`src/rtl/ultra_cmd_tx.sv`:
```
// Encodes host requests into 15-bit controller command words and keeps order/image/DAC tracking.
// Each word is held HOLD_CYCLES cycles, then a one-cycle zero gap; power_off preempts everything.
module ultra_cmd_tx #(
  parameter int DATA_WIDTH     = 15,
  parameter int MAX_ORDERS     = 5,
  parameter int IMGS_PER_ORDER = 50,
  parameter int HOLD_CYCLES    = 2
) (
  input  logic                  clk,
  input  logic                  rst_n,
  input  logic                  req_valid,
  input  logic [1:0]            req_op,
  input  logic [7:0]            req_amount,
  output logic                  req_ready,
  input  logic                  power_off,
  input  logic                  img_done,
  output logic [DATA_WIDTH-1:0] cmd_data,
  output logic                  cmd_strobe,
  output logic [2:0]            outstanding,
  output logic [11:0]           dac_shadow,
  output logic                  err_sticky
);

  localparam int IW = $clog2(IMGS_PER_ORDER);

  localparam logic [1:0] OP_HOLD = 2'b00;
  localparam logic [1:0] OP_INC  = 2'b01;
  localparam logic [1:0] OP_DEC  = 2'b10;
  localparam logic [1:0] OP_CAP  = 2'b11;

  // Flag bits 6:0 = valid, send, receive, decrease, increase, off, on
  localparam logic [6:0] F_HOLD = 7'b1100001;
  localparam logic [6:0] F_INC  = 7'b1100101;
  localparam logic [6:0] F_DEC  = 7'b1101001;
  localparam logic [6:0] F_CAP  = 7'b1010001;
  localparam logic [6:0] F_OFF  = 7'b1000010;

  typedef enum logic [1:0] {IDLE, SEND, GAP} state_t;

  state_t                state, state_nxt;
  logic [3:0]            hold_cnt, hold_cnt_nxt;
  logic [DATA_WIDTH-1:0] word, word_nxt, enc_word;
  logic                  strobe_nxt;
  logic [IW-1:0]         img_cnt, img_cnt_nxt;
  logic [2:0]            outstanding_nxt;
  logic [11:0]           dac_nxt;
  logic                  admissible, accept, order_inc, img_ok, retire;

  assign img_ok = img_done && (outstanding != 3'd0);
  assign retire = img_ok && (img_cnt == IW'(IMGS_PER_ORDER - 1));

  // An order retiring this very cycle frees its slot, so a new order may take it.
  always_comb begin
    admissible = 1'b0;
    if (req_op == OP_CAP) admissible = (outstanding != 3'd0);
    else                  admissible = (outstanding < 3'(MAX_ORDERS)) || retire;
  end

  assign req_ready = rst_n && (state == IDLE) && !power_off && admissible;
  assign accept    = req_valid && req_ready;
  assign order_inc = accept && (req_op != OP_CAP);

  always_comb begin
    enc_word = '0;
    case (req_op)
      OP_HOLD: enc_word = DATA_WIDTH'({8'd0, F_HOLD});
      OP_INC:  enc_word = DATA_WIDTH'({req_amount, F_INC});
      OP_DEC:  enc_word = DATA_WIDTH'({req_amount, F_DEC});
      default: enc_word = DATA_WIDTH'({8'd0, F_CAP});
    endcase
  end

  always_comb begin
    state_nxt    = state;
    hold_cnt_nxt = hold_cnt;
    word_nxt     = word;
    strobe_nxt   = 1'b0;
    if (power_off) begin
      state_nxt    = SEND;
      hold_cnt_nxt = '0;
      word_nxt     = DATA_WIDTH'({8'd0, F_OFF});
      strobe_nxt   = 1'b1;
    end else begin
      case (state)
        IDLE: if (accept) begin
          state_nxt    = SEND;
          hold_cnt_nxt = '0;
          word_nxt     = enc_word;
          strobe_nxt   = 1'b1;
        end
        SEND: begin
          if (hold_cnt == 4'(HOLD_CYCLES - 1)) state_nxt = GAP;
          else                                 hold_cnt_nxt = hold_cnt + 4'd1;
        end
        default: state_nxt = IDLE;
      endcase
    end
  end

  always_comb begin
    outstanding_nxt = outstanding;
    img_cnt_nxt     = img_cnt;
    dac_nxt         = dac_shadow;
    if (power_off) begin
      outstanding_nxt = '0;
      img_cnt_nxt     = '0;
      dac_nxt         = '0;
    end else begin
      case ({order_inc, retire})
        2'b10:   outstanding_nxt = outstanding + 3'd1;
        2'b01:   outstanding_nxt = outstanding - 3'd1;
        default: outstanding_nxt = outstanding;
      endcase
      if (retire)      img_cnt_nxt = '0;
      else if (img_ok) img_cnt_nxt = img_cnt + IW'(1);
      if (accept && req_op == OP_INC) dac_nxt = dac_shadow + {req_amount, 4'd0};
      if (accept && req_op == OP_DEC) dac_nxt = dac_shadow - {req_amount, 4'd0};
    end
  end

  always_ff @(posedge clk) begin
    if (!rst_n) begin
      state       <= IDLE;
      hold_cnt    <= '0;
      word        <= '0;
      cmd_strobe  <= 1'b0;
      img_cnt     <= '0;
      outstanding <= '0;
      dac_shadow  <= '0;
      err_sticky  <= 1'b0;
    end else begin
      state       <= state_nxt;
      hold_cnt    <= hold_cnt_nxt;
      word        <= word_nxt;
      cmd_strobe  <= strobe_nxt;
      img_cnt     <= img_cnt_nxt;
      outstanding <= outstanding_nxt;
      dac_shadow  <= dac_nxt;
      if (img_done && outstanding == 3'd0) err_sticky <= 1'b1;
    end
  end

  assign cmd_data = (state == SEND) ? word : '0;

endmodule

```
`config.mk`:
```
export PLATFORM = sky130hd
export DESIGN_NAME = ultra_cmd_tx
export DESIGN_NICKNAME = d
export VERILOG_FILES = /design/src/rtl/ultra_cmd_tx.sv
export SDC_FILE = /design/constraint.sdc
export NUM_CORES = 1
export LEC_CHECK = 0
export BUFFER_PORTS_ARGS = -buffer_cell sky130_fd_sc_hd__buf_4
export CORE_MARGIN = 4
export CORE_UTILIZATION = 50
export CTS_CLUSTER_DIAMETER = 50
export CTS_CLUSTER_SIZE = 8
export DETAILED_ROUTE_END_ITERATION = 7
export GPL_ROUTABILITY_DRIVEN = 0
export PLACE_DENSITY_LB_ADDON = 0.2
export SETUP_SLACK_MARGIN = 0.2
export SLEW_MARGIN = 15
export SYNTH_ARGS = -nofsm -noshare
export SYNTH_HDL_FRONTEND = slang
export SYNTH_SLANG_ARGS = --single-unit
```
`constraint.sdc`:
```
create_clock -name clk -period 3.85 [get_ports clk]
set_input_delay 0.385 -clock clk [delete_from_list [all_inputs] [get_ports clk]]
set_output_delay 0.385 -clock clk [all_outputs]
set_load 0.01 [all_outputs]
```
Word-level counts from Yosys, hierarchy flattened
Cells that the tools add are included.
{"block": "classes", "eq_ne": 14, "n_reduce_logical": 28, "n_addsub": 6, "bitwise_logic": 1, "muxes": 19, "n_lt_le_gt_ge": 1}
{"op": "$pmux W15 S3", "n": 1}
{"op": "$mux W12", "n": 2}
{"op": "$mux W7", "n": 3}
{"op": "$mux W15", "n": 1}
{"op": "$add A12 B12 Y12", "n": 1}
{"op": "$sub A12 B12 Y12", "n": 1}
{"op": "$logic_and A1 B1 Y1", "n": 10}
{"op": "$reduce_bool A2 Y1", "n": 5}
{"op": "$mux W4", "n": 2}
{"op": "$ne A2 B2 Y1 const B", "n": 4}
{"op": "$pmux W4 S2", "n": 1}
{"op": "$reduce_and A2 Y1", "n": 4}
{"op": "$add A6 B1 Y6 const B", "n": 1}
{"op": "$eq A2 B1 Y1 const B", "n": 3}
{"op": "$eq A2 B2 Y1 const B", "n": 3}
{"op": "$eq A6 B6 Y1 const B", "n": 1}
{"op": "$ne A3 B3 Y1 const B", "n": 2}
{"op": "$pmux W3 S2", "n": 1}
{"op": "$mux W1", "n": 5}
{"op": "$add A4 B1 Y4 const B", "n": 1}
{"op": "$eq A4 B1 Y1 const B", "n": 1}
{"op": "$logic_not A2 Y1", "n": 2}
{"op": "$mux W2", "n": 2}
{"op": "$pmux W2 S2", "n": 1}
{"op": "other kinds (11)", "n": 11}
{"block": "totals", "out_inout_bits": 33, "word_cells": 79, "register_bits": 44, "inputBits": 15}

Logic depth before layout (Yosys ltp)
Gate-level depths: netlist of the first run.
{"block": "logic_depth", "depth_word": 10, "ltp_mapped": 16, "ltp_nobuf": 16}

Least setup slack after synthesis of the first run
Ideal clock, no wire load.
{"block": "synth_path", "path_kind": "in2reg", "from": "in power_off", "to": "reg dac_shadow[11]", "arrival_ns": 3.168, "setup_time_ns": 0.067, "n_path_buf": 1, "required_ns": 3.783, "setup_slack_ns": 0.614, "path_stages": 16, "cell_sequence": "nand2b_1 -> buf_2 -> or3_4 -> a21oi_4 -> nand3_1 -> nor2_1 -> a21o_1 -> inv_1 -> ha_1 -> nor2b_1 -> o21ai_0 -> a21oi_1 -> o41ai_1 -> nand4_2 -> a21o_1 -> a21oi_2"}
{"block": "synth_via", "elab_chain_len": 6, "elab_cells_between_ends": 9, "classes_between": "mux: 1; reduce/logical: 8"}
{"element": "start, declared", "line": "15", "rtl": "input logic power_off,"}
{"element": "$logic_not A1 Y1 (*)", "line": "59", "rtl": "assign req_ready = rst_n && (state == IDLE) && !power_off && admissible;"}
{"element": "$logic_and A1 B1 Y1 (*) (2 in series)", "line": "59"}
{"element": "named net req_ready", "line": "14", "rtl": "output logic req_ready,"}
{"element": "$logic_and A1 B1 Y1 (*)", "line": "60", "rtl": "assign accept = req_valid && req_ready;"}
{"element": "$logic_and A1 B1 Y1 (on tied branches)", "line": "117, 116"}
{"element": "$mux W12 / $reduce_bool A2 Y1 (equally long branches)"}
{"element": "end signal, assigned", "line": "138", "rtl": "dac_shadow <= dac_nxt;"}
{"element": "end, declared", "line": "20", "rtl": "output logic [11:0] dac_shadow,"}
Mark *: on every way through the listed nets, which the timed path passes. The rest lies on a longest branch.
A chain may end at the register's enable or synchronous reset.

Final worst setup path of the first run
{"block": "layout_path", "from": "reg outstanding[0]", "to": "reg dac_shadow[11]"}
{"block": "layout_via", "elab_chain_len": 9, "elab_cells_between_ends": 12, "classes_between": "order compare: 1; mux: 2; reduce/logical: 9"}
{"element": "start, declared", "line": "19", "rtl": "output logic [2:0] outstanding,"}
{"element": "start signal, assigned", "line": "137", "rtl": "outstanding <= outstanding_nxt;"}
{"element": "parallel branches: the longest is 4 deep, another holds $lt A3 B3 Y1"}
{"element": "$mux W1 (*)", "line": "55", "rtl": "if (req_op == OP_CAP) admissible = (outstanding != 3'd0);"}
{"element": "$logic_and A1 B1 Y1 (*)", "line": "59"}
{"element": "$logic_and A1 B1 Y1 (*)", "line": "60"}
{"element": "$logic_and A1 B1 Y1 (on tied branches)", "line": "117, 116"}
{"element": "$mux W12 / $reduce_bool A2 Y1 (equally long branches)"}
Mark *: on every way between the ends.

==> results of run 1 <==
what timing repair did:
action                     CTS  global route
setup endpoints to repair    0             1
resized for setup            0             1
buffers inserted             0             3
layout by cell type, fill, tap and decap left out, types with 4 or more instances in the layout:
cell type and instances:
dfxtp_1 40, ha_1 13, a22oi_1 8, xor2_1 14
clkbuf_8 5, o21ai_0 4, and2_1 15, xnor2_1 6
nand2_1 15, nor2b_1 9, a21oi_1 11, inv_1 15
mux2i_1 5, nor2_1 37, conb_1 4, nand3_1 6
buf_4 47
cells by family after synthesis:
| logic type | synth area share |
|---|---|
| AOI/OAI and AO/OA | 0.1446 |
| adders and majority gates | 0.09045 |
| other | 0.001673 |
| buffers and inverters | 0.06309 |
| muxes | 0.02233 |
| DFF | 0.3573 |
| and+or+nand+nor | 0.2423 |
| xor gates and xnor gates | 0.07817 |
sequential cells by signal (all words and copies together) (netlist names):
signal / flops
err_sticky: 1
outstanding: 3
img_cnt: 6
word: 15
dac_shadow: 8
hold_cnt: 4
cmd_strobe: 1
state: 2
metal layers:
layer	GRT usage	vias to the layer above	wire length, um
li1	-	958	-
met1	0.2345	863	2212
met2	0.2882	39	2194
met3	0.03872	7	247
met4	0.05336	0	57
met5	0	-	0
through the flow:
stage | cell area, um2 | hold WS (ps)
after floorplan | 2252 | 420.9
after global placement | 2562 | 431.4
after detailed placement | 2562 | 436.0
after CTS | 2678 | 327.4
after global routing | 2708 | 335.6
final | 2708 | 331.1
worst min path at each step:
stage / from / to / slack [ps] / cells past startpoint
floorplan: word[0] / word[0] / 420 / 2
global placement: word[0] / word[0] / 430 / 2
detailed placement: word[0] / word[0] / 440 / 2
CTS: rst_n / err_sticky / 330 / 2
global route: power_off / word[1] / 340 / 3
finish: rst_n / err_sticky / 330 / 2
layout make-up:
type	instances	area, um2	share of cell area
multi-input cells	193	1318	0.4866
flip-flops and latches	40	800.8	0.2957
repair buffers	47	352.8	0.1303
clock buffers	5	68.82	0.02542
well taps	52	65.06	0.02403
inverters	15	56.30	0.02079
clock inverters	3	46.29	0.01710
power by group through the flow:
stage / logic, uW / registers, uW / clock network (uW)
2_1_floorplan: 71.3 / 434 / 0
3_3_place_gp: 104 / 433 / 0
3_5_place_dp: 105 / 434 / 0
4_1_cts: 106 / 424 / 367
5_1_grt: 119 / 425 / 384
6_report: 106 / 424 / 360
==> impl_metrics.json, run 1 <==
{
  "dp_hpwl_um": 3434,
  "numCtsBuffers": 5,
  "post_drt_wl_per_cell_um": 13.27,
  "crit_family": "compound AO/OA/AOI/OAI gates",
  "seq_power_share": 0.476,
  "netlist_instances": 259,
  "die-area_um2": 5617,
  "ys_warn_count": 0,
  "initial_core_util": 0.5147,
  "core_area_um2": 4354,
  "insertion_delay_ps": 300,
  "setup_viol": 0,
  "die_h_um": 74.95,
  "final_util": 0.6218,
  "synth_edf_count": 0,
  "cts_hold_buf": 0,
  "intPower_uw": 661.3,
  "critical_path_arrival_ps": 3620,
  "ys_seq_area_frac": 0.3573,
  "swShare": 0.2570,
  "p_leak_uw": 0.001138,
  "dr.pass1.iters": 4,
  "cts_tree": "done",
  "syn_area_per_cell_um2": 8.652,
  "ys_ff_latch": 40,
  "rsz0062_at_grt": "no",
  "fin_tns_setup_ps": 0,
  "crit_path_start": "outstanding[0]",
  "grtUsageTotal": 0.1768,
  "hp-class": "primary input to register",
  "period_minus_slack_ps": 3392,
  "clkPwrFrac": 0.405,
  "via_count": 1867,
  "antenna_found_initial": 0,
  "reg2reg_setup_slack_ps": 460,
  "layoutNonFillerInstCount": 355,
  "yosysTopAreaCellShare": 0.3573,
  "cp-end-kind": "register",
  "nets": 332,
  "slowest_stage": "dfxtp_1",
  "routed_wl_um": 4711,
  "comb_power_share": 0.119,
  "grt_max_degree": 27,
  "fin_ws_ps": 458.5,
  "r2r-end": "dac_shadow[11]",
  "hold_viol_final": 0,
  "yosysMostFrequentCell": "dfxtp_1",
  "synth-main-ff-cell": "dfxtp_1",
  "synth_largest_area_cell": "dfxtp_1",
  "clock-sinks": 40,
  "fmax_mhz": 294.9,
  "first_global_vias": 1661,
  "worstReg2RegStart": "outstanding[0]",
  "crit_chain": "o31a_1, nand4_2, a21oi_4, nand3_1, nor2_1, a21o_1, inv_1, ha_1, nor2b_1, o21ai_0, a21oi_1, o41ai_2, nand4_2, a21o_1, a21oi_2",
  "area_growth_pct": 20.83,
  "h-tree-depth": 2,
  "synth_cell_types": 51,
  "antenna_left": 0,
  "finalClockSkew_ps": 8.383,
  "cts-root-buf": "clkbuf_8",
  "path_buf_inv": 1,
  "cp.required_ps": 4080,
  "final.period_utilization": 0.8809,
  "ys_async_sr_fraction": 0,
  "viasPerCell": 5.259,
  "synthTopCellsByCount": "40 x dfxtp_1, 37 x nor2_1, 15 x and2_1, 15 x inv_1, 15 x nand2_1",
  "drv_slew": 0,
  "io_pins": 48,
  "power_density_nw_per_um2": 328.7,
  "worstSetupEndpoint": "dac_shadow[11]",
  "cp-start-kind": "register",
  "clk_pin_slew_ps": 80,
  "worstMarginPinSlew_ps": 1030,
  "drtIter0Drc": 98,
  "cap_violations": 0,
  "io_buffer_count": 43,
  "status": "completed",
  "yosys-top-cells-area": "dfxtp_1 36%, ha_1 7.3%, nor2_1 6.2%, xor2_1 5.5%, and2_1 4.2%",
  "critPathMaxFanout": 8,
  "worst-r2r-cell-count": 15,
  "critical_path_class": "register to register",
  "drc_errors": 0,
  "grt_pass1_wl_um": 7665,
  "cp.depth": 15,
  "total_power_uw": 890.0,
  "clockBufferDepth": 2,
  "dieWidth_um": 74.95,
  "slew_headroom": 0.3117,
  "p_sw_uw": 228.7,
  "netlist_area_um2": 2241,
  "max_stage_delay_ps": 450,
  "fillers": 395,
  "drive_gt1_frac": 0.2046,
  "overflow": 0,
  "irDropWorstVdd_uv": 161.5,
  "pre_cts_ws_ps": 297.7,
  "rows": 24,
  "num_antenna_cells": 0,
  "post-place-cells": 344
}
No activity file was read; power rests on OpenSTA's default activity.
==> run 2: changes to the inputs <==
REMOVE_ABC_BUFFERS = 1   (was unset)
==> run 2 against run 1 <==
Net effect:
- global-route usage increased by 0.27 points
- register-to-register slack improved by 110 ps
- clock power decreased by 21%
- critical endpoint unchanged
==> impl_metrics.json, run 2 (synthesis gave the netlist of run 1 again) <==
{
  "cp.required_ps": 4080,
  "io_pins": 48,
  "grtUsageTotal": 0.1796,
  "numCtsBuffers": 5,
  "viasPerCell": 5.239,
  "critical_path_class": "register to register",
  "post_drt_wl_per_cell_um": 12.94,
  "r2r-end": "dac_shadow[11]",
  "final.period_utilization": 0.8526,
  "largest_reg_flops": 15,
  "p_leak_uw": 0.001139,
  "worstMarginPinSlew_ps": 672.5,
  "fin_ws_ps": 567.5,
  "core_area_um2": 4354,
  "reg2reg_setup_slack_ps": 570,
  "drv_slew": 0,
  "cp-start-kind": "register",
  "period_minus_slack_ps": 3282,
  "insertion_delay_ps": 290,
  "slew_headroom": 0.5517,
  "die_h_um": 74.95,
  "grt_pass1_wl_um": 7748,
  "mostFrequentLayoutCells": "48 x buf_4, 40 x dfxtp_1, 37 x nor2_1",
  "nets": 333,
  "rsz0062_at_grt": "no",
  "area_growth_pct": 20.16,
  "fillers": 400,
  "worst-r2r-cell-count": 15,
  "drtIter0Drc": 72,
  "grt_max_degree": 27,
  "worstReg2RegStart": "outstanding[0]",
  "fin_tns_setup_ps": 0,
  "die-area_um2": 5617,
  "hold-path-endpoint": "err_sticky",
  "power_density_nw_per_um2": 303.9,
  "dp_hpwl_um": 3500,
  "fmax_mhz": 304.7,
  "io_buffer_count": 43,
  "cp-end-kind": "register",
  "status": "completed",
  "dr.pass1.iters": 4,
  "first_global_vias": 1757,
  "hold_viol_final": 0,
  "design_area_um2": 2693,
  "dpl_cell_area_um2": 2577,
  "top_register": "word",
  "layoutNonFillerInstCount": 356,
  "setup_viol": 0,
  "antenna_left": 0,
  "dieWidth_um": 74.95,
  "slowest_stage": "dfxtp_1",
  "via_count": 1865,
  "critPathMaxFanout": 7,
  "min-delay-start": "rst_n",
  "largestRegisters": "word x15, dac_shadow x8, img_cnt x6",
  "post-place-cells": 346,
  "rows": 24,
  "drc_errors": 0,
  "num_antenna_cells": 0,
  "cap_violations": 0,
  "initial_core_util": 0.5147,
  "drive_gt1_frac": 0.2072,
  "routed_wl_um": 4608,
  "antenna_found_initial": 0,
  "overflow": 0,
  "pre_cts_ws_ps": 415.8,
  "hp-class": "primary input to register",
  "critical_path_arrival_ps": 3510,
  "crit_chain": "o31a_1, nand4_2, a21oi_4, nand3_1, nor2_1, a21o_1, inv_1, ha_1, nor2b_1, o21ai_0, a21oi_1, o41ai_2, nand4_2, a21o_1, a21oi_2",
  "finalClockSkew_ps": 3.521,
  "max_stage_delay_ps": 450,
  "final_common_cell": "buf_4",
  "irDropWorstVdd_uv": 188.6,
  "cts_tree": "done",
  "holdPathStages": 2,
  "clock-sinks": 40,
  "clk_pin_slew_ps": 80,
  "cts-root-buf": "clkbuf_8",
  "clockBufferDepth": 2,
  "h-tree-depth": 2
}
run 2: cell types whose count changed in the layout (fill, tap and decap cells not counted), sizes merged:
cell / previous run / this run
buf: 47 / 48
bufinv: 1 / 0
clkbuf: 5 / 6
clkinv: 0 / 2
clkinvlp: 1 / 0
inv: 16 / 15
run 2: repair_timing:
action | CTS | global route
setup endpoints to repair | 0 | 1
hold buffers | 0 | 0
buffers inserted | 0 | 2
gates resized for setup | 0 | 1
run 2: layout make-up:
cell class	count	area, um2	area share
repair buffers	48	360.3	0.1338
flip-flops and latches	40	800.8	0.2974
well taps	52	65.06	0.02416
multi-input cells	193	1318	0.4893
clock inverters	2	10.01	0.003717
inverters	15	56.30	0.02091
clock buffers	6	82.58	0.03067
run 2: through the flow:
step	total power, uW	hold slack, ps	utilization
3_3_place_gp	540.1	430.7	0.5920
2_1_floorplan	497.4	420.9	-
4_1_cts	827.5	337.3	0.6132
5_1_grt	854.6	341.2	0.6184
3_5_place_dp	541.0	442.9	0.5920
6_report	818.3	344.3	0.6184
run 2: critical path, delay by kind of cell, from the launching register on:
family | cells | cell delay [ps]
AND/OR/NAND/NOR | 5 | 860
adder cells (fa/ha/maj) | 1 | 260
flip-flops | 1 | 450
buffers and inverters | 1 | 60
AO/OA/AOI/OAI | 8 | 1580
run 2: power by group:
part           total (uW)  leakage [uW]  internal [uW]  switching (uW)
Clock                 286     0.0000510            143             143
Combinational         108      0.000764           47.7            60.3
Sequential            424      0.000324            420            3.96
Total                 818       0.00114            610             208
run 2: how the worst max path moves through the flow:
stage / start / endpoint / slack [ps] / cells past startpoint
2_1_floorplan: power_off / dac_shadow[11] / 290 / 15
3_3_place_gp: img_done / dac_shadow[11] / 560 / 16
3_5_place_dp: outstanding[0] / dac_shadow[11] / 420 / 15
4_1_cts: outstanding[0] / dac_shadow[11] / 370 / 15
5_1_grt: outstanding[1] / dac_shadow[11] / 210 / 15
6_report: outstanding[0] / dac_shadow[11] / 570 / 15
run 2: per-layer routing:
layer	GRT usage	vias up	share of wire
met5	0	-	0
met4	0.06522	0	0.018
met3	0.04539	8	0.044
met2	0.3027	37	0.46
met1	0.2211	860	0.47
li1	-	960	-
==> run 3: changes to the inputs <==
BUFFER_PORTS_ARGS = -buffer_cell sky130_fd_sc_hd__buf_2   (was -buffer_cell sky130_fd_sc_hd__buf_4)
SLEW_MARGIN = 20   (was 15)
==> run 3 against run 2 <==
Net effect:
- sequential cell count stayed put
- die area stayed put
- final cell count stayed put
- wire length is 0.37% lower
- total power is 9.6% higher
- non-clock buffer count stayed put
- cell area is 2.6% lower
- clock power is 30% higher
- via count is 0.75% lower
- highest routed layer unchanged
- worst setup slack better by 68 ps
- critical path depth stayed put
- sequential power hardly changed
==> impl_metrics.json, run 3 (synthesis gave the netlist of run 1 again) <==
{
  "dr.pass1.iters": 4,
  "antenna_found_initial": 0,
  "nets": 333,
  "irDropWorstVdd_uv": 180.7,
  "numCtsBuffers": 5,
  "initial_core_util": 0.5147,
  "clock-sinks": 40,
  "post_drt_wl_per_cell_um": 12.90,
  "antenna_left": 0,
  "cts_tree": "done",
  "area_growth_pct": 16.97,
  "worstMarginPinSlew_ps": 671.8,
  "dp_hpwl_um": 3466,
  "max_stage_delay_ps": 410,
  "overflow": 0,
  "cts-root-buf": "clkbuf_8",
  "fin_ws_ps": 635.2,
  "power_density_nw_per_um2": 342.2,
  "clkPwrFrac": 0.415,
  "status": "completed",
  "cts_hold_buf": 0,
  "mostFrequentLayoutCells": "43 x buf_2, 38 x dfxtp_1, 37 x nor2_1",
  "comb_power_share": 0.113,
  "finalClockSkew_ps": 5.674,
  "intPower_uw": 689.8,
  "seq_power_share": 0.472,
  "drv_slew": 0,
  "io_buffer_count": 43,
  "dieWidth_um": 74.95,
  "crit_family": "compound AO/OA/AOI/OAI gates",
  "crit_chain": "o31a_1, nand4_2, a21oi_4, nand3_1, nor2_1, a21o_1, inv_1, ha_1, nor2b_1, o21ai_0, a21oi_1, o41ai_2, nand4_2, a21o_1, a21oi_2",
  "period_minus_slack_ps": 3215,
  "grtUsageTotal": 0.1836,
  "largestRegisters": "word x15, dac_shadow x8, img_cnt x6",
  "top_register": "word",
  "critPathMaxFanout": 7,
  "rsz0062_at_grt": "no",
  "die_h_um": 74.95,
  "drc_errors": 0,
  "final_common_cell": "buf_2",
  "largest_reg_flops": 15,
  "cap_violations": 0,
  "cp-end-kind": "register",
  "cp.required_ps": 4080,
  "grt_pass1_wl_um": 8079,
  "setup_viol": 0,
  "grt_max_degree": 27,
  "final.period_utilization": 0.8350,
  "fmax_mhz": 311.1,
  "rows": 24,
  "p_leak_uw": 0.001143,
  "viasPerCell": 5.199,
  "clk_pin_slew_ps": 80,
  "fin_tns_setup_ps": 0,
  "die-area_um2": 5617,
  "p_sw_uw": 207.1,
  "core_area_um2": 4354,
  "cp-start-kind": "register",
  "pre_cts_ws_ps": 478.1,
  "path_buf_inv": 1,
  "critical_path_arrival_ps": 3450,
  "critical_path_class": "register to register",
  "via_count": 1851,
  "drive_gt1_frac": 0.2138,
  "hold_viol_final": 0,
  "routed_wl_um": 4591,
  "layoutNonFillerInstCount": 356,
  "swShare": 0.2309,
  "drtIter0Drc": 132,
  "slew_headroom": 0.5521,
  "slowest_stage": "dfxtp_1",
  "io_pins": 48,
  "hp-class": "primary input to register",
  "h-tree-depth": 2,
  "post-place-cells": 346,
  "num_antenna_cells": 0,
  "first_global_vias": 1788,
  "insertion_delay_ps": 290,
  "clockBufferDepth": 2
}
[run 3: per-stage QoR]
stage / instance area [um2] / power (uW) / utilization / hold WS [ps]
final: 2621 / 897.0 / 0.6020 / 364.2
after global routing: 2621 / 943.1 / 0.6020 / 385.2
after CTS: 2596 / 906.2 / 0.5963 / 362.8
after detailed placement: 2470 / 534.3 / 0.5672 / 445.5
after global placement: 2470 / 534.3 / 0.5672 / 432.3
after floorplan: 2167 / 497.4 / - / 420.9
[run 3: final timing paths]
path / startpoint / endpoint / slack, ps / cells after the start
setup / recovery: outstanding[2] / dac_shadow[11] / 640 / 15
hold / removal: req_amount[1] / word[8] / 360 / 3
setup reg to reg: outstanding[2] / dac_shadow[11] / 640 / 15
hold reg to reg: word[2] / word[2] / 450 / 2
[run 3: final cells by class]
cell class,count,area [um2]
Fill cell,417,1733
Multi-Input combinational cell,193,1318
Inverter,15,56.30
Sequential cell,40,803.3
Timing Repair Buffer,48,252.7
Clock buffer,7,96.34
Clock inverter,1,30.03
Tap cell,52,65.06
[run 3: power by group through the flow]
stage	Combinational (uW)	Clock (uW)	Sequential [uW]
finish	101	372	424
global route	116	403	424
CTS	102	381	424
detailed placement	101	0	433
global placement	101	0	433
floorplan	63.7	0	434
[run 3: timing repair]
action,in CTS,in global routing
endpoints found under the hold margin,0,0
resized for setup,0,3
endpoints found under the setup margin,0,1
setup buffers,0,2
[run 3: tightest hold or removal path: stages]
cell     delay [ps]
buf_2           100
a22oi_1          60
nor2_1           70
[run 3: metal layers]
metal,vias to the layer above,share of wire,global-route usage
met5,-,0,0
met4,0,0.014,0.05336
met3,8,0.042,0.02937
met2,33,0.48,0.3066
met1,849,0.46,0.2448
li1,961,-,-
